<file path="config.mk">
export PLATFORM = sky130hd
export DESIGN_NAME = demux_lane_sched_flat
export DESIGN_NICKNAME = d
export VERILOG_FILES = /design/src/rtl/demux_lane_sched_pkg.sv /design/src/rtl/demux_lane_sched_if.sv /design/src/rtl/demux_lane_sched_lane_reg.sv /design/src/rtl/demux_lane_sched.sv /design/src/flat_wrapper.sv
export SDC_FILE = /design/constraint.sdc
export NUM_CORES = 1
export LEC_CHECK = 0
export CAP_MARGIN = 20
export CORE_MARGIN = 3
export CORE_UTILIZATION = 35
export CTS_BUF_LIST = sky130_fd_sc_hd__clkbuf_2 sky130_fd_sc_hd__clkbuf_4 sky130_fd_sc_hd__clkbuf_8
export DETAILED_ROUTE_END_ITERATION = 8
export GPL_TIMING_DRIVEN = 1
export SLEW_MARGIN = 15
export SYNTH_ARGS = -nofsm -noshare
export SYNTH_HDL_FRONTEND = slang
export SYNTH_SLANG_ARGS = --single-unit
</file>
<file path="constraint.sdc">
create_clock -name clk -period 2.4 [get_ports clk]
set_clock_uncertainty 0.2 [all_clocks]
set_input_delay 0.48 -clock clk [delete_from_list [all_inputs] [get_ports clk]]
set_output_delay 0.48 -clock clk [all_outputs]
set_load 0.005 [all_outputs]
</file>
<file path="src/rtl/demux_lane_sched_pkg.sv">
`timescale 1ns/1ps
// demux_pkg: shared types and constants for the demux_lane_sched scheduler.
//   state_t  : scheduler FSM state (IDLE / RUN)
//   LANE0/1  : lane select encodings
//   MODE_RR  : round-robin steering, skipping a stalled lane
//   MODE_KEY : steering by the LSB of the incoming word
package demux_pkg;

    typedef enum logic {
        ST_IDLE = 1'b0,
        ST_RUN  = 1'b1
    } state_t;

    localparam logic LANE0    = 1'b0;
    localparam logic LANE1    = 1'b1;

    localparam logic MODE_RR  = 1'b0;
    localparam logic MODE_KEY = 1'b1;

endpackage

</file>
<file path="src/rtl/demux_lane_sched_if.sv">
`timescale 1ns/1ps
// demux_lane_sched_if: bundles the source handshake, lane stall inputs, lane
// outputs and status of the 1-to-2 demux scheduler.
//   master : the word source / consumer side (drives en, mode, valid_in,
//            data_in, full0, full1)
//   slave  : the scheduler (drives ready_in, lane outputs, ptr, counters)
interface demux_lane_sched_if #(
    parameter int DATA_W = 4,
    parameter int CNT_W  = 8
);
    logic              en;
    logic              mode;
    logic              valid_in;
    logic [DATA_W-1:0] data_in;
    logic              ready_in;
    logic              full0;
    logic              full1;
    logic              valid_out0;
    logic [DATA_W-1:0] data_out0;
    logic              valid_out1;
    logic [DATA_W-1:0] data_out1;
    logic              ptr;
    logic [CNT_W-1:0]  cnt0;
    logic [CNT_W-1:0]  cnt1;

    modport master (
        output en, mode, valid_in, data_in, full0, full1,
        input  ready_in, valid_out0, data_out0, valid_out1, data_out1,
               ptr, cnt0, cnt1
    );

    modport slave (
        input  en, mode, valid_in, data_in, full0, full1,
        output ready_in, valid_out0, data_out0, valid_out1, data_out1,
               ptr, cnt0, cnt1
    );
endinterface

</file>
<file path="src/rtl/demux_lane_sched_lane_reg.sv">
`timescale 1ns/1ps
// demux_lane_reg: output register for one demux lane plus its wrapping
// delivered-word counter.
//   clk, reset : clock and synchronous active-high reset
//   load       : word accepted for this lane this cycle
//   d          : word to capture
//   valid_out  : one-cycle pulse following each load
//   data_out   : last delivered word, held between deliveries
//   cnt        : words delivered, wraps to 0 with no flag
module demux_lane_reg #(
    parameter int DATA_W = 4,
    parameter int CNT_W  = 8
) (
    input  logic              clk,
    input  logic              reset,
    input  logic              load,
    input  logic [DATA_W-1:0] d,
    output logic              valid_out,
    output logic [DATA_W-1:0] data_out,
    output logic [CNT_W-1:0]  cnt
);

    always_ff @(posedge clk) begin
        if (reset) begin
            valid_out <= 1'b0;
            data_out  <= '0;
            cnt       <= '0;
        end else begin
            valid_out <= load;
            if (load) begin
                data_out <= d;
                cnt      <= cnt + 1'b1;
            end
        end
    end

endmodule

</file>
<file path="src/rtl/demux_lane_sched.sv">
`timescale 1ns/1ps
// demux_lane_sched: steers a valid/ready word stream to one of two lanes,
// either round-robin (skipping a stalled lane) or keyed by the word LSB.
//   clk, reset : clock and synchronous active-high reset
//   bus        : slave side of demux_lane_sched_if (en, mode, valid_in,
//                data_in, full0/1 in; ready_in, valid_out0/1, data_out0/1,
//                ptr, cnt0/1 out)
// ready_in and the target lane are combinational so lane stalls take effect
// in the same cycle; lane outputs are registered with one cycle of latency.
module demux_lane_sched
    import demux_pkg::*;
#(
    parameter int DATA_W = 4,
    parameter int CNT_W  = 8
) (
    input  logic                  clk,
    input  logic                  reset,
    demux_lane_sched_if.slave     bus
);

    state_t r_state;
    logic   r_mode_q;
    logic   r_ptr;

    logic   w_run;
    logic   w_tgt;
    logic   w_ready;
    logic   w_accept;
    logic   w_load0;
    logic   w_load1;

    assign w_run = (r_state == ST_RUN);

    always_comb begin
        w_tgt   = r_ptr;
        w_ready = 1'b0;
        if (r_mode_q == MODE_KEY) begin
            w_tgt   = bus.data_in[0];
            w_ready = w_run & !(w_tgt ? bus.full1 : bus.full0);
        end else begin
            // Preferred lane stalled: fall back to the other one.
            w_tgt   = (r_ptr ? bus.full1 : bus.full0) ? ~r_ptr : r_ptr;
            w_ready = w_run & !(bus.full0 & bus.full1);
        end
    end

    assign w_accept     = bus.valid_in & w_ready;
    assign w_load0      = w_accept & (w_tgt == LANE0);
    assign w_load1      = w_accept & (w_tgt == LANE1);
    assign bus.ready_in = w_ready;
    assign bus.ptr      = r_ptr;

    always_ff @(posedge clk) begin
        if (reset) begin
            r_state  <= ST_IDLE;
            r_mode_q <= MODE_RR;
            r_ptr    <= 1'b0;
        end else begin
            case (r_state)
                ST_IDLE: begin
                    if (bus.en) begin
                        r_state  <= ST_RUN;
                        r_mode_q <= bus.mode;
                    end
                end
                ST_RUN: begin
                    if (!bus.en) begin
                        r_state <= ST_IDLE;
                    end
                end
                default: r_state <= ST_IDLE;
            endcase
            // After a skip the stalled lane becomes the preferred one.
            if (w_accept && (r_mode_q == MODE_RR)) begin
                r_ptr <= ~w_tgt;
            end
        end
    end

    demux_lane_reg #(
        .DATA_W (DATA_W),
        .CNT_W  (CNT_W)
    ) u_lane0 (
        .clk       (clk),
        .reset     (reset),
        .load      (w_load0),
        .d         (bus.data_in),
        .valid_out (bus.valid_out0),
        .data_out  (bus.data_out0),
        .cnt       (bus.cnt0)
    );

    demux_lane_reg #(
        .DATA_W (DATA_W),
        .CNT_W  (CNT_W)
    ) u_lane1 (
        .clk       (clk),
        .reset     (reset),
        .load      (w_load1),
        .d         (bus.data_in),
        .valid_out (bus.valid_out1),
        .data_out  (bus.data_out1),
        .cnt       (bus.cnt1)
    );

endmodule
</file>
<file path="src/flat_wrapper.sv">
// flat-port wrapper written by rule: the top's interface ports become plain ports
module demux_lane_sched_flat import demux_pkg::*;
#(
    parameter int DATA_W = 4,
    parameter int CNT_W  = 8
)
  (clk, reset, bus_en, bus_mode, bus_valid_in, bus_data_in, bus_full0, bus_full1, bus_ready_in, bus_valid_out0, bus_data_out0, bus_valid_out1, bus_data_out1, bus_ptr, bus_cnt0, bus_cnt1);
  demux_lane_sched_if #(.DATA_W(DATA_W), .CNT_W(CNT_W)) bus_i ();
  input  logic clk;
  input  logic reset;
  input wire logic [$bits(bus_i.en)-1:0] bus_en;
  input wire logic [$bits(bus_i.mode)-1:0] bus_mode;
  input wire logic [$bits(bus_i.valid_in)-1:0] bus_valid_in;
  input wire logic [$bits(bus_i.data_in)-1:0] bus_data_in;
  input wire logic [$bits(bus_i.full0)-1:0] bus_full0;
  input wire logic [$bits(bus_i.full1)-1:0] bus_full1;
  output wire logic [$bits(bus_i.ready_in)-1:0] bus_ready_in;
  output wire logic [$bits(bus_i.valid_out0)-1:0] bus_valid_out0;
  output wire logic [$bits(bus_i.data_out0)-1:0] bus_data_out0;
  output wire logic [$bits(bus_i.valid_out1)-1:0] bus_valid_out1;
  output wire logic [$bits(bus_i.data_out1)-1:0] bus_data_out1;
  output wire logic [$bits(bus_i.ptr)-1:0] bus_ptr;
  output wire logic [$bits(bus_i.cnt0)-1:0] bus_cnt0;
  output wire logic [$bits(bus_i.cnt1)-1:0] bus_cnt1;
  assign bus_i.en = bus_en;
  assign bus_i.mode = bus_mode;
  assign bus_i.valid_in = bus_valid_in;
  assign bus_i.data_in = bus_data_in;
  assign bus_i.full0 = bus_full0;
  assign bus_i.full1 = bus_full1;
  assign bus_ready_in = bus_i.ready_in;
  assign bus_valid_out0 = bus_i.valid_out0;
  assign bus_data_out0 = bus_i.data_out0;
  assign bus_valid_out1 = bus_i.valid_out1;
  assign bus_data_out1 = bus_i.data_out1;
  assign bus_ptr = bus_i.ptr;
  assign bus_cnt0 = bus_i.cnt0;
  assign bus_cnt1 = bus_i.cnt1;
  demux_lane_sched #(.DATA_W(DATA_W), .CNT_W(CNT_W)) u_core (.clk(clk), .reset(reset), .bus(bus_i));
endmodule
</file>
Word-level counts from Yosys, hierarchy flattened
Index checks and enable logic that the tools add are counted.
- register bits after elaboration: 29
- logic and storage cells: 31
- $add $sub $neg: 2
- muxes and demuxes: 6
- bitwise gates (word level): 10
- reductions and logical operators: 4
- operator list (cell ; number):
    $add A8 B1 Y8 const B ; 2
    $and A1 B1 Y1 ; 6
    $mux W1 ; 6
    $not A1 Y1 ; 4
    $logic_not A1 Y1 ; 2
    $reduce_and A2 Y1 ; 1
    $logic_and A1 B1 Y1 ; 1

Logic depth before layout (Yosys ltp)
- word-level depth: 6
- mapped depth: 6
- gate-level depth less buffers: 4

Cells and area by module
From an unflattened synthesis, not the netlist that was laid out.
- cell total of the unflattened synthesis: 122
- area, all modules: 1176.1 um^2
- modules (own cells, without submodules) (module ; times used ; cells an instance ; area an instance (um^2)):
    demux_lane_reg ; 2 ; 51 ; 504.2
    demux_lane_sched ; 1 ; 20 ; 167.7

Least setup slack after synthesis
Ideal clock, no wire load.
- kind: input-to-reg
- start: input port bus_data_in[0]
- end: register u_core.u_lane1.cnt[5]
- arrival time: 1795 ps
- data required time: 2079 ps
- slack: 284 ps
- stages: 4
- path buffers: 0
- cells stage by stage: mux2_4 > a221o_1 > nor4_1 > mux2_2
- longest elaborated chain between the ends: 6
- elaborated cells on any way between the ends: 7
- ends and longest elaborated chain (item ; RTL line ; source):
    start, declared ; flat_wrapper.sv:14 ; input wire logic [$bits(bus_i.data_in)-1:0] bus_data_in;
    $mux W1 ; demux_lane_sched.sv:39 ; w_ready = w_run & !(w_tgt ? bus.full1 : bus.full0);
    $logic_not A1 Y1 ; demux_lane_sched.sv:39 ;
    $and A1 B1 Y1 ; demux_lane_sched.sv:39 ;
    $mux W1 ; demux_lane_sched.sv:37 ; if (r_mode_q == MODE_KEY) begin
    $and A1 B1 Y1 ; demux_lane_sched.sv:47 ; assign w_accept = bus.valid_in & w_ready;
    $and A1 B1 Y1 * ; demux_lane_sched.sv:49 ; assign w_load1 = w_accept & (w_tgt == LANE1);
    end signal, assigned ; demux_lane_sched_lane_reg.sv:32 ; cnt <= cnt + 1'b1;
    end, declared ; demux_lane_sched_lane_reg.sv:20 ; output logic [CNT_W-1:0] cnt
Every way passes the cells marked *; elsewhere a longest branch is shown, timed or not.
A chain may end at the register's enable or synchronous reset.

Worst setup path in the final report
- start: input port bus_full1
- end: register u_core.u_lane1.cnt[5]
- longest elaborated chain between the ends: 6
- elaborated cells on any way between the ends: 12
- ends and longest elaborated chain (item ; RTL line ; source):
    start, declared ; flat_wrapper.sv:16 ; input wire logic [$bits(bus_i.full1)-1:0] bus_full1;
    $and A1 B1 Y1 or $mux W1 (tied branches) ; demux_lane_sched.sv:43, demux_lane_sched.sv:39 ;
    $logic_not A1 Y1 (on tied branches) ; demux_lane_sched.sv:43, demux_lane_sched.sv:39 ;
    $and A1 B1 Y1 (on tied branches) ; demux_lane_sched.sv:43, demux_lane_sched.sv:39 ;
    $mux W1 ; demux_lane_sched.sv:37 ;
    $and A1 B1 Y1 ; demux_lane_sched.sv:47 ;
    $and A1 B1 Y1 * ; demux_lane_sched.sv:49 ;
Marks and branches as above.

==> summary.txt <==
Synth Area in XOR/XNOR: 0.6567%
Int Power: 751.8 uW
Wire per inst: 14.53 um
Sequential share of power: 48.8%
Global placement routability congestion: 0.7508
Antenna Cells: 0
TNS Setup: 0 ns
Synth unique cells: 32
Die area: 0.004587 sq mm
Pre-Repair DR Iteration Count: 4
Status: finished clean
Design area: 0.002023 sq mm
Switching Share: 26.17%
Vias in the first global route: 1,390
Syn Nets: 170
Clock Tree Buf Depth: 2
Mux contribution to synthesized area: 5.347%
Yosys warns: 0
Clock-pin slew on the worst setup and hold paths: 0.07 ns
CP startpoint kind: input pin
DIE WIDTH: 67.73 um
WHS Path Cells: 2
CP Data Arrival Time: 2.31 ns
Critical Path RT: 2.37 ns
GR Layer Usage met1: 21.61%
Initial Utilization: 38.17%
P per Cell Area: 503.3 mW/mm^2
# DRC: 0
Final Setup Violations: 0
Logic pwr share: 12.5%
Worst min-delay path startpoint: u_core.u_lane0.data_out[1]
Layout fillers: 334
R2r setup slk: 0.29 ns
FF+latch count, synth: 29
Placed Area: 0.001883 sq mm
Worst r2r path cells: 4
Core ar.: 0.003495 sq mm
Initial antenna violation count: 0
Routing usage on met2: 32.44%
Ys async rst share: 0%
Crit end category: flip-flop
RR Endpoint: u_core.u_lane0.cnt[5]
RR Startpoint: u_core.r_mode_q
Final Hold Fails: 0
Mapped Avg Cell Area: 8.495 sq um
Register area share after synthesis: 43.53%
Largest family of logic cells by synthesized area: simple AND/OR/NAND/NOR gates
Period utilization: 97.28%
CTS root buf: clkbuf_8
Pins over their slew limit: 0
Maximum vdd drop: 385.8 uV
Post-place setup slack: -0.4264 ns
Drt total wl: 3792 um
Crit. Startpoint: bus_full1
EDFF count, synth: 0
HP Class: flip-flop to flip-flop
Switching power: 266.5 uW
I/O pin cnt: 39
Buffers on Ports: 38
Post-CTS Hold Buffers: 0
GRT Total Usage: 18.97%
Power share of the clock group: 38.7%
CTS tree: done
Gr busiest metal: met2
Worst-path fanout max: 6
Critical path class: input pin to flip-flop
GRT overflow: 0
Via count: 1,405
Rows: 21
Final nets: 227
Top_reg_cell synth: dfxtp_1
Largest net degree at the start of global routing: 17
Setup ws final: 0.06516 ns
Post-Synth Simple-Gate Area: 24.86%
Fin crit period: 2.335 ns
Max H-tree Level: 2
Share of cells above drive strength 1: 20.00%
Max-slew headroom: 66.43%
First-pass GRT wire length: 6444 um
FMAX: 428.3 MHz
Worst-skew pair later-pin latency: 0.29 ns
CTS Buf Count: 5
Hold Path Sink: u_core.u_lane0.data_out[1]
Vias per inst: 5.383
First DRT Iteration DRCs: 83
Adder-Cell Fraction of Synth Area: 1.876%
Die height: 67.73 um
Maxcap violations: 0
Compound-Gate Fraction of Synth Area: 19.89%
Leakage power: 0.0007074 uW
Final antenna-violating net count: 0
RSZ-0062 raised after global routing: true
Area delta synth->final: 51.69%
Slew @ Worst Pin: 0.5028 ns
DP Wirelength: 2709 um
Clk sinks: 29
Cells after synthesis: 157
Met3 global-route usage: 6.988%
Post-synthesis instance area: 0.001334 sq mm
==> layout make-up <==
cell class	count	area (sq um)	area share [%]
multi-input cells	117	755.7	37.35
flip-flops and latches	29	580.6	28.70
repair buffers	59	535.5	26.47
clock buffers	5	68.82	3.401
well taps	46	57.56	2.845
clock inverters	3	17.52	0.8658
inverters	2	7.507	0.3711
==> state kept, by name, indices dropped and copies added (netlist names) <==
name and flops:
u_core.u_lane0.cnt 8, u_core.u_lane1.cnt 8, u_core.u_lane0.data_out 4, u_core.u_lane1.data_out 4, u_core.bus.ptr 1, u_core.r_mode_q 1
u_core.r_state 1, u_core.u_lane0.valid_out 1, u_core.u_lane1.valid_out 1
==> layout by cell type (no fill, tap or decap), types with 2 or more instances in the layout <==
master           netlist  final
or3_1                  4      4
nor3_1                 3      3
mux2_2                 5      5
dfxtp_1               29     29
clkdlybuf4s50_1        0     36
clkinv_2               0      2
inv_1                  2      2
o31ai_1                5      4
or4_1                  4      4
o21ai_0               15     15
clkbuf_8               0      5
nor2b_1                8      8
nand3_1               17     17
nor4_2                 0      3
buf_4                  1     20
a21oi_1               19     19
nor2_1                 9      9
ha_1                   2      2
nand2_1                6      6
==> cells by family (layout without fill, tap and decap cells) <==
group	count (synthesis)	count (layout)
multiplexers	6	6
AND/OR/NAND/NOR	61	61
AO/OA/AOI/OAI	46	47
buffers and inverters	12	69
flip-flops	29	29
XOR/XNOR	1	1
adder cells (fa/ha/maj)	2	2
==> power by group through the flow <==
stage               combinational (uW)  clock [uW]  sequential [uW]
floorplan                         51.3           0              504
global placement                   117           0              506
detailed placement                 119           0              507
CTS                                125         402              497
global route                       139         424              498
finish                             128         394              497
==> worst max-delay path: stages <==
cell             delay, ns
clkdlybuf4s50_1       0.42
mux2_4                0.30
a221o_2               0.44
nor4_2                0.29
mux2_2                0.37
==> per-layer routing <==
layer / vias to the layer above / routed length (um)
li1: 698 / -
met1: 668 / 1652
met2: 33 / 1913
met3: 6 / 178
met5: - / 0
met4: 0 / 48
==> cells in the mapped netlist (3+ instances only) <==
cell | instances | area share [%]
a21oi_1 | 19 | 7.1
clkbuf_1 | 7 | 2.0
dfxtp_1 | 29 | 44
mux2_2 | 5 | 4.2
nand2_1 | 6 | 1.7
nand3_1 | 17 | 6.4
nor2_1 | 9 | 2.5
nor2b_1 | 8 | 3.8
nor3_1 | 3 | 1.1
nor4_1 | 4 | 1.9
o21ai_0 | 15 | 5.6
o31ai_1 | 5 | 2.8
or3_1 | 4 | 1.9
or4_1 | 4 | 2.3
==> what timing repair did <==
item / CTS / global route
gates cloned: 1 / 0
buffers inserted: 1 / 0
endpoints found under the setup margin: 9 / 4
pin swaps: 2 / 1
resized for setup: 11 / 2
==> through the flow <==
stage | std cells | hold WS, ns | util, % | total power (uW)
after floorplan | 157 | 0.2701 | - | 555.3
after global placement | 251 | 0.2623 | 53.88 | 622.9
after detailed placement | 251 | 0.2705 | 53.88 | 625.6
after CTS | 261 | 0.2849 | 57.68 | 1024
after global routing | 261 | 0.3181 | 57.89 | 1061
final | 261 | 0.2812 | 57.89 | 1018
==> worst max-delay path by stage <==
stage,end,slack (ns),cells after the start
after detailed placement,bus_ready_in,-0.43,4
after floorplan,u_core.u_lane1.cnt[5],0.28,4
after global routing,u_core.u_lane1.cnt[5],-0.02,5
after CTS,u_core.u_lane1.cnt[5],0.05,5
after global placement,bus_ready_in,-0.37,4
final,u_core.u_lane1.cnt[5],0.07,5
(Power assumes the default switching activity.)
